<file path="src/rtl/vga_frame_driver.sv">
// vga_frame_driver: pixel-clock divider, raster counters, sync decode
// and blank-gated registered RGB for the paddle/ball display path.
//
// Ports:
//   clk, reset         system clock, async active-high reset
//   pixel_tick         one-clk pulse every CLK_DIV clocks
//   x, y               current raster position
//   video_on           x/y inside the visible area
//   endofframe         registered level, high while y >= V_DISPLAY
//   frame_tick         one-clk pulse when endofframe rises
//   ball_on/ball_rgb   ball coverage and colour (highest priority)
//   paddle_on/_rgb     paddle coverage and colour
//   bg_rgb             background colour
//   hsync, vsync       active-low syncs, aligned with RGB
//   vga_red/green/blue registered colour, {r[2:0], g[2:0], b[1:0]}
module vga_frame_driver #(
    parameter int CLK_DIV   = 4,
    parameter int H_DISPLAY = 640,
    parameter int H_FRONT   = 16,
    parameter int H_SYNC    = 96,
    parameter int H_BACK    = 48,
    parameter int V_DISPLAY = 480,
    parameter int V_FRONT   = 10,
    parameter int V_SYNC    = 2,
    parameter int V_BACK    = 33
) (
    input  logic       clk,
    input  logic       reset,
    output logic       pixel_tick,
    output logic [9:0] x,
    output logic [9:0] y,
    output logic       video_on,
    output logic       endofframe,
    output logic       frame_tick,
    input  logic       ball_on,
    input  logic [7:0] ball_rgb,
    input  logic       paddle_on,
    input  logic [7:0] paddle_rgb,
    input  logic [7:0] bg_rgb,
    output logic       hsync,
    output logic       vsync,
    output logic [2:0] vga_red,
    output logic [2:0] vga_green,
    output logic [1:0] vga_blue
);

    localparam int H_TOTAL = H_DISPLAY + H_FRONT + H_SYNC + H_BACK;
    localparam int V_TOTAL = V_DISPLAY + V_FRONT + V_SYNC + V_BACK;
    localparam int DW      = (CLK_DIV > 2) ? $clog2(CLK_DIV) : 1;

    localparam logic [DW-1:0] DIV_MAX = DW'(CLK_DIV - 1);
    localparam logic [DW-1:0] DIV_ONE = DW'(1);
    localparam logic [9:0] X_MAX    = 10'(H_TOTAL - 1);
    localparam logic [9:0] Y_MAX    = 10'(V_TOTAL - 1);
    localparam logic [9:0] X_VIS    = 10'(H_DISPLAY);
    localparam logic [9:0] Y_VIS    = 10'(V_DISPLAY);
    localparam logic [9:0] HS_FIRST = 10'(H_DISPLAY + H_FRONT);
    localparam logic [9:0] HS_LAST  = 10'(H_DISPLAY + H_FRONT + H_SYNC - 1);
    localparam logic [9:0] VS_FIRST = 10'(V_DISPLAY + V_FRONT);
    localparam logic [9:0] VS_LAST  = 10'(V_DISPLAY + V_FRONT + V_SYNC - 1);

    logic [DW-1:0] div_q, div_d;
    logic [9:0]    x_q, x_d;
    logic [9:0]    y_q, y_d;
    logic          eof_q, eof_d;
    logic          ft_q, ft_d;
    logic          hs_q, hs_d;
    logic          vs_q, vs_d;
    logic [7:0]    rgb_q, rgb_d;
    logic          tick;
    logic          vis;
    logic [7:0]    pix;

    assign tick = (div_q == DIV_MAX);
    assign vis  = (x_q < X_VIS) && (y_q < Y_VIS);

    always_comb begin
        pix = bg_rgb;
        if (ball_on) begin
            pix = ball_rgb;
        end else if (paddle_on) begin
            pix = paddle_rgb;
        end
    end

    // Sync and colour are sampled from the pre-update x/y, so both
    // leave the registers exactly one pixel behind the counters.
    always_comb begin
        div_d = tick ? '0 : div_q + DIV_ONE;
        x_d   = x_q;
        y_d   = y_q;
        eof_d = eof_q;
        hs_d  = hs_q;
        vs_d  = vs_q;
        rgb_d = rgb_q;
        if (tick) begin
            if (x_q == X_MAX) begin
                x_d = '0;
                y_d = (y_q == Y_MAX) ? '0 : y_q + 10'd1;
            end else begin
                x_d = x_q + 10'd1;
            end
            eof_d = (y_d >= Y_VIS);
            hs_d  = !((x_q >= HS_FIRST) && (x_q <= HS_LAST));
            vs_d  = !((y_q >= VS_FIRST) && (y_q <= VS_LAST));
            rgb_d = vis ? pix : 8'h00;
        end
        ft_d = eof_d && !eof_q;
    end

    always_ff @(posedge clk or posedge reset) begin
        if (reset) begin
            div_q <= '0;
            x_q   <= '0;
            y_q   <= '0;
            eof_q <= 1'b0;
            ft_q  <= 1'b0;
            hs_q  <= 1'b1;
            vs_q  <= 1'b1;
            rgb_q <= 8'h00;
        end else begin
            div_q <= div_d;
            x_q   <= x_d;
            y_q   <= y_d;
            eof_q <= eof_d;
            ft_q  <= ft_d;
            hs_q  <= hs_d;
            vs_q  <= vs_d;
            rgb_q <= rgb_d;
        end
    end

    assign pixel_tick = tick;
    assign x          = x_q;
    assign y          = y_q;
    assign video_on   = vis;
    assign endofframe = eof_q;
    assign frame_tick = ft_q;
    assign hsync      = hs_q;
    assign vsync      = vs_q;
    assign vga_red    = rgb_q[7:5];
    assign vga_green  = rgb_q[4:2];
    assign vga_blue   = rgb_q[1:0];

endmodule

</file>
<file path="config.mk">
export PLATFORM = sky130hd
export DESIGN_NAME = vga_frame_driver
export DESIGN_NICKNAME = d
export VERILOG_FILES = /design/src/rtl/vga_frame_driver.sv
export SDC_FILE = /design/constraint.sdc
export NUM_CORES = 1
export LEC_CHECK = 0
export CORE_UTILIZATION = 42
export CTS_BUF_LIST = sky130_fd_sc_hd__clkbuf_4 sky130_fd_sc_hd__clkbuf_8 sky130_fd_sc_hd__clkbuf_16
export DETAILED_ROUTE_END_ITERATION = 8
export HOLD_SLACK_MARGIN = 0.15
export PLACE_DENSITY = 0.84
export SLEW_MARGIN = 20
export SYNTH_ARGS = -nofsm -noshare
export SYNTH_HDL_FRONTEND = slang
export SYNTH_SLANG_ARGS = --single-unit
</file>
<file path="constraint.sdc">
create_clock -name clk -period 2.1 [get_ports clk]
set_input_delay 0.42 -clock clk [delete_from_list [all_inputs] [get_ports clk]]
set_output_delay 0.42 -clock clk [all_outputs]
set_load 0.02 [all_outputs]
</file>
==> results.cfg, run 1 <==
[run_status]
outcome = finished, final reports clean

[critical_path]
critPathKind = register to register
timing.reg2reg.setup_slack_ns = 0.07
worst-path-buf-inv = 0
worst_path_largest_cell_delay_ns = 0.53
worstReg2RegStart = y[5]
crit_path_top_cell_by_count = sky130_fd_sc_hd__or4_4
r2r.worst_path.cells = 5
required_ns = 2.28
end_kind = register
critical_path.top_delay_family = simple AND/OR/NAND/NOR gates
cp_max_fo = 5
critical_path.reg2reg.endpoint = y[6]
critical_path.startpoint_type = register
crit_path_top_delay_cell = sky130_fd_sc_hd__or4_4
crit_arrival_ns = 2.21
crit_path_cell_trace = or4_4 > or4_4 > o21ai_4 > o21ai_1 > a21o_1

[place]
dp.final_hpwl_um = 3880
port_buf_inserts = 61
gpl.final_weighted_congestion = 0.782
postPlaceCellArea_sq_um = 2690

[grt]
via_count_of_the_first_global_routing_pass = 1808
grt_pass1_wl_um = 8630
groute.usage.overall_pct = 22.6
pin_count_of_the_biggest_net_entering_global_routing = 35
grt_antenna_before_repair = 0
grt_overflow = 0

[sta]
clock_skew_ns = 0.0109
finalCritPeriodShare_pct = 96.5
finalSetupViolCount = 0
rsz_0062_raised_after_global_routing = false
drv_slew = 0
final_period_minus_worst_setup_slack_ns = 2.03
max_slew_margin_pct = 68.7
worst_pin_slew_ns = 0.468
final_number_of_hold_violating_endpoints = 0
fin_hold_ws_ns = 0.432
clock.fmax_ghz = 0.493

[power_and_ir_drop]
p_int_mw = 1.04
ir_worst_vdd_uv = 484
clkPwrFrac_pct = 39.0
switching_share_pct = 22.5
p_leak_nw = 1.18
power-per-cell-area_nw_per_um2 = 481
sequentialPowerShare_pct = 50.2
comb_power_share_pct = 10.8
netSwitchingPower_uw = 303
post-layout-total-power_mw = 1.35

[logic_synthesis]
syn_area_sq_um = 1940
ys_warn_count = 0
synth.top_cells.by_area = sky130_fd_sc_hd__dfrtp_1 (41%), sky130_fd_sc_hd__o21ai_0 (6.7%), sky130_fd_sc_hd__mux2i_1 (5.2%)
netlist_top_cells_count = sky130_fd_sc_hd__dfrtp_1 (32), sky130_fd_sc_hd__o21ai_0 (26), sky130_fd_sc_hd__inv_1 (20), sky130_fd_sc_hd__nand2_1 (18), sky130_fd_sc_hd__nand3_1 (17)
postSynthCellCount = 210
synth-async-reset-ratio_pct = 100
synth_enable_flop_cells = 0
most_numerous_cell_in_the_yosys_netlist = sky130_fd_sc_hd__dfrtp_1
netlist.top_cell.by_area = sky130_fd_sc_hd__dfrtp_1
yosys_register_bits = 34
avgSynthCellArea_sq_um = 9.22
post-synth-top-area-fraction_pct = 41.3
yosysUniqueCellTypes = 44
synth_sequential_area_ratio_pct = 44.1
syn-num-nets = 243
ys_dominant_reg_cell = sky130_fd_sc_hd__dfrtp_1

[die]
die_area_sq_um = 4890
die_h_um = 69.9
core_area_sq_um = 4380
boundaryPins = 62
start_util_pct = 44.2
fp.dieW_um = 69.9
num_rows = 24

[clock_tree]
insertion_delay_ns = 0.29
clk_root_buffer_cell = sky130_fd_sc_hd__clkbuf_8
cts.sink_count = 34
numCtsBuffers = 5
clkTransAtPathRegs_ns = 0.07
cts-root-to-sink-buffers = 2
cts_post_setup_buffers_inserted = 0
ctsHoldBuffers = 0
cts_tree = built
htree_levels = 2

[detailed_routing]
drt-wirelength-per-cell_um = 14.8
drc = 0
first_iter_violations = 120
vias = 1790
route.final.wire_length_um = 5010
drt-vias-per-instance = 5.28
dr.pass1.iters = 4
antenna_left = 0

[finish]
post_route_cells_drive_above_1_share_pct = 14.6
diodes = 0
num-fill-cells = 369
finish.instance_area_sq_um = 2800
area_delta_synth_final_pct = 44.4
nNetsFinal = 319

[worst_hold_path]
worst_hold_path_class = register to register
timing.hold.worst_endpoint = div_q[0]
worst_hold_startpoint = div_q[0]
hold-path-cell-count = 1

[run]
drv_cap = 0
[power by group through the flow]
stage | clock [mW] | combinational [mW] | sequential [mW]
detailed placement | 0 | 0.147 | 0.688
floorplan | 0 | 0.0400 | 0.704
finish | 0.526 | 0.146 | 0.675
global placement | 0 | 0.144 | 0.687
global route | 0.572 | 0.159 | 0.676
CTS | 0.531 | 0.148 | 0.676
[metrics by stage]
step	TNS, ns	util [%]	setup WS (ns)	instances
2_1_floorplan	-0.0687	-	-0.0550	210
3_3_place_gp	0	61.4	0.150	331
3_5_place_dp	0	61.4	0.0551	331
4_1_cts	0	63.6	0.0244	339
5_1_grt	0	63.8	0.0161	339
6_report	0	63.8	0.0732	339
[cell families after synthesis]
logic type	after synthesis	synth area share (%)
xor gates and xnor gates	10	4.52
AOI/OAI and AO/OA	49	15.6
and+or+nand+nor	71	20.2
adders and majority gates	5	3.23
muxes	10	5.17
buffers and inverters	31	7.30
DFF	34	44.1
[state kept, by name, indices dropped and copies added, names as in the netlist]
name / flops
vsync: 1
y: 10
div_q: 2
endofframe: 1
rgb_q: 8
hsync: 1
x: 10
frame_tick: 1
[layout make-up]
type                            instances  area, sq um  share of cell area [%]
Multi-Input combinational cell        145          951                    34.0
Sequential cell                        34          857                    30.6
Timing Repair Buffer                   80          752                    26.9
Clock buffer                            8         97.6                    3.49
Inverter                               20         75.1                    2.68
Tap cell                               52         65.1                    2.33
[placed cells by master, fill, tap and decap left out, types with 2 or more instances in the layout]
cell | synthesis | layout
sky130_fd_sc_hd__clkdlybuf4s50_1 | 0 | 60
sky130_fd_sc_hd__or3_1 | 2 | 2
sky130_fd_sc_hd__clkbuf_4 | 0 | 2
sky130_fd_sc_hd__o22ai_1 | 6 | 6
sky130_fd_sc_hd__inv_1 | 20 | 20
sky130_fd_sc_hd__and3_1 | 4 | 4
sky130_fd_sc_hd__a21oi_1 | 5 | 5
sky130_fd_sc_hd__or4_4 | 2 | 3
sky130_fd_sc_hd__nand2_1 | 18 | 18
sky130_fd_sc_hd__ha_2 | 0 | 2
sky130_fd_sc_hd__xor2_1 | 3 | 3
sky130_fd_sc_hd__nand4_1 | 3 | 3
sky130_fd_sc_hd__xnor2_1 | 7 | 7
sky130_fd_sc_hd__nor2_1 | 7 | 7
sky130_fd_sc_hd__nand3_1 | 17 | 17
sky130_fd_sc_hd__a21o_1 | 2 | 2
sky130_fd_sc_hd__clkbuf_8 | 0 | 6
sky130_fd_sc_hd__dfrtp_1 | 32 | 29
sky130_fd_sc_hd__nor3_1 | 5 | 5
sky130_fd_sc_hd__or2_1 | 2 | 2
sky130_fd_sc_hd__buf_4 | 0 | 19
sky130_fd_sc_hd__mux2i_1 | 10 | 10
sky130_fd_sc_hd__dfrtp_2 | 0 | 3
sky130_fd_sc_hd__ha_1 | 5 | 3
sky130_fd_sc_hd__nand4b_1 | 2 | 2
sky130_fd_sc_hd__dfstp_2 | 2 | 2
sky130_fd_sc_hd__o21ai_0 | 26 | 26
[how the worst max path moves through the flow]
stage	slack [ns]	cells after the start	startpoint	to
CTS	0.02	2	div_q[0]	pixel_tick
finish	0.07	5	y[5]	y[6]
floorplan	-0.06	6	y[6]	y[6]
global placement	0.15	6	x[0]	endofframe
global route	0.02	6	x[0]	endofframe
detailed placement	0.06	6	x[0]	endofframe
[layer usage]
metal / routed length [um] / up-vias / track usage (%) / part of all wire, %
met5: 0 / - / 0 / 0
met1: 2190 / 839 / 28.8 / 44
li1: - / 886 / - / -
met3: 240 / 5 / 6.20 / 4.8
met2: 2510 / 60 / 37.6 / 50
met4: 65 / 0 / 6.22 / 1.3
[what timing repair did]
action / 4_1_cts / 5_1_grt
pin swaps: 0 / 0
endpoints found under the setup margin: 1 / 4
gates cloned: 0 / 0
endpoints found under the hold margin: 0 / 0
resized for setup: 1 / 3
No activity file was read; power rests on OpenSTA's default activity.
==> inputs of run 2 (changes only) <==
--- a/config.mk
+++ b/config.mk
@@ -5,11 +5,11 @@
 export SDC_FILE = /design/constraint.sdc
 export NUM_CORES = 1
 export LEC_CHECK = 0
-export CORE_UTILIZATION = 42
+export CORE_UTILIZATION = 50
 export CTS_BUF_LIST = sky130_fd_sc_hd__clkbuf_4 sky130_fd_sc_hd__clkbuf_8 sky130_fd_sc_hd__clkbuf_16
 export DETAILED_ROUTE_END_ITERATION = 8
 export HOLD_SLACK_MARGIN = 0.15
-export PLACE_DENSITY = 0.84
+export PLACE_DENSITY = 0.83
 export SLEW_MARGIN = 20
 export SYNTH_ARGS = -nofsm -noshare
 export SYNTH_HDL_FRONTEND = slang
==> constraint.sdc (replaced) <==
create_clock -name clk -period 2.6 [get_ports clk]
set_input_delay 0.52 -clock clk [delete_from_list [all_inputs] [get_ports clk]]
set_output_delay 0.52 -clock clk [all_outputs]
set_load 0.02 [all_outputs]
==> run 2 against run 1 <==
Against the previous run: global-route usage increased by 1.4 points; worst hold slack better by 0.042 ns; first-iteration DRC count is 38% lower.
==> results.cfg, run 2 (synthesized netlist as in run 1, its figures left out) <==
[sta]
clock_skew_ns = 0.00764
rsz_0062_raised_after_global_routing = false
final_number_of_hold_violating_endpoints = 0
max_slew_margin_pct = 67.4
worst_pin_slew_ns = 0.487
layout_setup_ws_ns = 0.192
fin_hold_ws_ns = 0.474
clock.fmax_ghz = 0.415
finalCritPeriodShare_pct = 92.6
final.setup.tns_ns = 0
drv_slew = 0
finalSetupViolCount = 0
final_period_minus_worst_setup_slack_ns = 2.41

[critical_path]
critical_path.startpoint_type = register
end_kind = output pin
crit_path_cell_trace = and2_1 > nand3_1 > and3_1 > clkdlybuf4s50_1
required_ns = 2.08
cp_max_fo = 5
timing.reg2reg.setup_slack_ns = 0.40
critPathKind = register to output pin
crit_path_top_delay_cell = sky130_fd_sc_hd__clkdlybuf4s50_1
worst_path_largest_cell_delay_ns = 0.63
crit_arrival_ns = 1.89

[grt]
pin_count_of_the_biggest_net_entering_global_routing = 35
grt_antenna_before_repair = 0
via_count_of_the_first_global_routing_pass = 1587
grt_pass1_wl_um = 7460
groute.usage.overall_pct = 23.9
grt_overflow = 0

[power_and_ir_drop]
power-per-cell-area_nw_per_um2 = 398
ir_worst_vdd_uv = 312
p_leak_nw = 1.12

[clock_tree]
ctsHoldBuffers = 0
numCtsBuffers = 5
insertion_delay_ns = 0.29
clk_root_buffer_cell = sky130_fd_sc_hd__clkbuf_8
cts_tree = built
post_cts_sizing_count = 0
cts.sink_count = 34
cts-root-to-sink-buffers = 2
htree_levels = 2
cts_post_setup_buffers_inserted = 0
clkTransAtPathRegs_ns = 0.07

[place]
postPlaceCellArea_sq_um = 2580
gpl.final_weighted_congestion = 0.858
dp_worst_setup_slack_ns = 0.418
port_buf_inserts = 61
dp.final_hpwl_um = 3340

[detailed_routing]
vias = 1726
drt-wirelength-per-cell_um = 13.9
first_iter_violations = 75
drt-vias-per-instance = 5.38
drc = 0
route.final.wire_length_um = 4450
dr.pass1.iters = 4
antenna_left = 0

[finish]
diodes = 0
top_library_cells_by_usage_in_the_layout_fill_and_taps_aside = sky130_fd_sc_hd__clkdlybuf4s50_1 (61), sky130_fd_sc_hd__dfrtp_1 (32), sky130_fd_sc_hd__o21ai_0 (26)
finish.instance_area_sq_um = 2670
post_route_cells_drive_above_1_share_pct = 8.06
final_standard_cell_utilization_of_the_core_pct = 72.4
nNetsFinal = 305
layout.cells.most_common = sky130_fd_sc_hd__clkdlybuf4s50_1
area_delta_synth_final_pct = 37.9

[die]
start_util_pct = 52.5
fp.dieW_um = 64.2
num_rows = 22
boundaryPins = 62
die_area_sq_um = 4130
die_h_um = 64.2
core_area_sq_um = 3690

[run]
drv_cap = 0

[run_status]
outcome = finished, final reports clean

[worst_hold_path]
worst_hold_path_class = register to register
## run 2: metal layers
metal	vias up	track usage (%)	wire length [um]
li1	859	-	-
met1	819	31.1	2060
met2	41	38.0	2170
met3	7	6.61	156
met4	0	8.61	70
met5	-	0	0
## run 2: worst paths after layout
| kind | from | end | cells after the start |
|---|---|---|---|
| hold reg to reg | div_q[1] | div_q[1] | 1 |
| setup / recovery | y[7] | video_on | 4 |
| hold / removal | div_q[1] | div_q[1] | 1 |
| min in group asynchronous | reset | y[8] | 3 |
| setup reg to reg | y[5] | y[6] | 5 |
| max in group asynchronous | reset | hsync | 3 |
## run 2: per-stage QoR
stage,instances,total power [mW]
5_1_grt,321,1.10
2_1_floorplan,210,0.601
3_3_place_gp,313,0.670
4_1_cts,321,1.07
6_report,321,1.06
3_5_place_dp,313,0.673
## run 2: worst max-delay path, delay by kind of cell (launching register included)
family,cells,cell delay (ns)
buffers and inverters,1,0.63
flip-flops,1,0.43
AND/OR/NAND/NOR,3,0.54
## run 2: final cells by class
class | count | area [sq um]
well taps | 48 | 60.1
flip-flops and latches | 34 | 853
fillers | 298 | 1020
clock buffers | 8 | 91.3
multi-input cells | 145 | 942
repair buffers | 66 | 648
inverters | 20 | 75.1
## run 2: power breakdown
| part | internal, mW | switching, mW |
|---|---|---|
| clock | 0.221 | 0.179 |
| combinational | 0.0665 | 0.0497 |
| sequential | 0.540 | 0.00548 |
| total | 0.828 | 0.234 |
==> inputs of run 3 (changes only) <==
--- a/config.mk
+++ b/config.mk
@@ -5,11 +5,14 @@
 export SDC_FILE = /design/constraint.sdc
 export NUM_CORES = 1
 export LEC_CHECK = 0
-export CORE_UTILIZATION = 50
+export CELL_PAD_IN_SITES_DETAIL_PLACEMENT = 0
+export CELL_PAD_IN_SITES_GLOBAL_PLACEMENT = 2
+export CORE_MARGIN = 3
+export CORE_UTILIZATION = 29
 export CTS_BUF_LIST = sky130_fd_sc_hd__clkbuf_4 sky130_fd_sc_hd__clkbuf_8 sky130_fd_sc_hd__clkbuf_16
 export DETAILED_ROUTE_END_ITERATION = 8
 export HOLD_SLACK_MARGIN = 0.15
-export PLACE_DENSITY = 0.83
+export PLACE_DENSITY = 0.82
 export SLEW_MARGIN = 20
 export SYNTH_ARGS = -nofsm -noshare
 export SYNTH_HDL_FRONTEND = slang
==> run 3 against run 2 <==
Against the previous run: utilization down 30 points; clock-buffer cell count down 2; global-route usage down 9.9 points; critical endpoint unchanged; total power up 0.87%; largest cell class unchanged; clock skew up 0.0033 ns; setup slack worse by 0.029 ns; sequential share of layout area down 0.56 points; worst hold slack worse by 0.049 ns.
==> results.cfg, run 3 (synthesized netlist as in run 1, its figures left out) <==
[power_and_ir_drop]
power-per-cell-area_nw_per_um2 = 394
post-layout-total-power_mw = 1.07
p_leak_nw = 1.12
ir_worst_vdd_uv = 143

[critical_path]
worst-path-buf-inv = 1
critical_path.reg2reg.endpoint = y[6]
critical_path.startpoint_type = register
end_kind = output pin
required_ns = 2.08
worstReg2RegStart = y[5]
crit_arrival_ns = 1.92
critPathKind = register to output pin
worst_path_largest_cell_delay_ns = 0.64
crit_path_top_delay_cell = sky130_fd_sc_hd__clkdlybuf4s50_1
critical_path.top_delay_family = buffers and inverters
crit_path_cell_trace = and2_1 > nand3_1 > and3_1 > clkdlybuf4s50_1
cp_max_fo = 5
r2r.worst_path.cells = 5
timing.reg2reg.setup_slack_ns = 0.41

[sta]
max_slew_margin_pct = 68.7
fin_hold_ws_ns = 0.425
rsz_0062_raised_after_global_routing = false
final_period_minus_worst_setup_slack_ns = 2.44
drv_slew = 0
final.setup.tns_ns = 0
clock.fmax_ghz = 0.410
finalCritPeriodShare_pct = 93.7
final_number_of_hold_violating_endpoints = 0
finalSetupViolCount = 0
layout_setup_ws_ns = 0.163
clock_skew_ns = 0.0109
worst_pin_slew_ns = 0.468

[place]
gpl.final_weighted_congestion = 0.777
postPlaceCellArea_sq_um = 2620
dp.final_hpwl_um = 3770
dp_worst_setup_slack_ns = 0.415
numPlacedInstances = 343
port_buf_inserts = 61

[worst_hold_path]
worst_hold_startpoint = div_q[0]
hold-path-cell-count = 1
worst_hold_path_class = register to register
timing.hold.worst_endpoint = div_q[0]

[finish]
diodes = 0
layout.cells.most_common = sky130_fd_sc_hd__clkdlybuf4s50_1
final_standard_cell_utilization_of_the_core_pct = 42.3
top_library_cells_by_usage_in_the_layout_fill_and_taps_aside = sky130_fd_sc_hd__clkdlybuf4s50_1 (61), sky130_fd_sc_hd__dfrtp_1 (32), sky130_fd_sc_hd__o21ai_0 (26)
num-fill-cells = 645
instances_no_fill = 351
area_delta_synth_final_pct = 40.3
post_route_cells_drive_above_1_share_pct = 8.39
finish.instance_area_sq_um = 2720
nNetsFinal = 306

[die]
fp.dieW_um = 87.7
num_rows = 29
core_area_sq_um = 6420
start_util_pct = 30.2
boundaryPins = 62
die_h_um = 87.7
die_area_sq_um = 7700

[grt]
pin_count_of_the_biggest_net_entering_global_routing = 35
grt_pass1_wl_um = 8410
grt_overflow = 0
via_count_of_the_first_global_routing_pass = 1654
grt_antenna_before_repair = 0
groute.usage.overall_pct = 14.0

[clock_tree]
cts_tree = built
ctsHoldBuffers = 0
post_cts_sizing_count = 0
cts.sink_count = 34
insertion_delay_ns = 0.29
cts-root-to-sink-buffers = 2
htree_levels = 2
clk_root_buffer_cell = sky130_fd_sc_hd__clkbuf_8
cts_post_setup_buffers_inserted = 0
clkTransAtPathRegs_ns = 0.07
numCtsBuffers = 5

[run_status]
outcome = finished, final reports clean

[detailed_routing]
drt-vias-per-instance = 4.75
first_iter_violations = 45
antenna_left = 0
route.final.wire_length_um = 4910
drc = 0
vias = 1667
dr.pass1.iters = 4
drt-wirelength-per-cell_um = 14.0

[run]
drv_cap = 0
[run 3: changes by cell type in the layout (fill, tap and decap cells not counted)]
| cell | previous run | this run |
|---|---|---|
| sky130_fd_sc_hd__clkbuf_8 | 5 | 6 |
| sky130_fd_sc_hd__buf_4 | 5 | 6 |
| sky130_fd_sc_hd__clkinvlp_4 | 0 | 1 |
| sky130_fd_sc_hd__clkinv_2 | 0 | 1 |
| sky130_fd_sc_hd__clkbuf_4 | 3 | 0 |
[run 3: worst max path at each step]
stage                     from        to  cells after the start
after floorplan           y[5]      y[6]                      6
after global placement    y[5]      y[6]                      5
after detailed placement  y[5]      y[6]                      5
after CTS                 y[7]  video_on                      4
after global routing      y[8]  video_on                      4
final                     y[7]  video_on                      4
[run 3: metal layers]
metal / wire length, um / global-route usage, % / vias to the layer above
met5: 0 / 0 / -
met4: 49 / 5.44 / 0
met3: 124 / 2.26 / 5
met2: 2450 / 22.3 / 27
met1: 2280 / 19.1 / 771
li1: - / - / 864
[run 3: cell type report]
cell class / instances / area (sq um) / area share [%]
inverter: 20 / 75.1 / 2.76
clock inverter: 2 / 12.5 / 0.460
multi-input combinational: 145 / 942 / 34.7
tap: 77 / 96.3 / 3.55
timing repair buffer: 67 / 656 / 24.1
sequential: 34 / 853 / 31.4
clock buffer: 6 / 82.6 / 3.04
[run 3: report_power, final]
part | internal, mW | switching (mW) | leakage, nW
Clock | 0.213 | 0.195 | 0.0472
Combinational | 0.0664 | 0.0510 | 0.638
Sequential | 0.539 | 0.00548 | 0.438
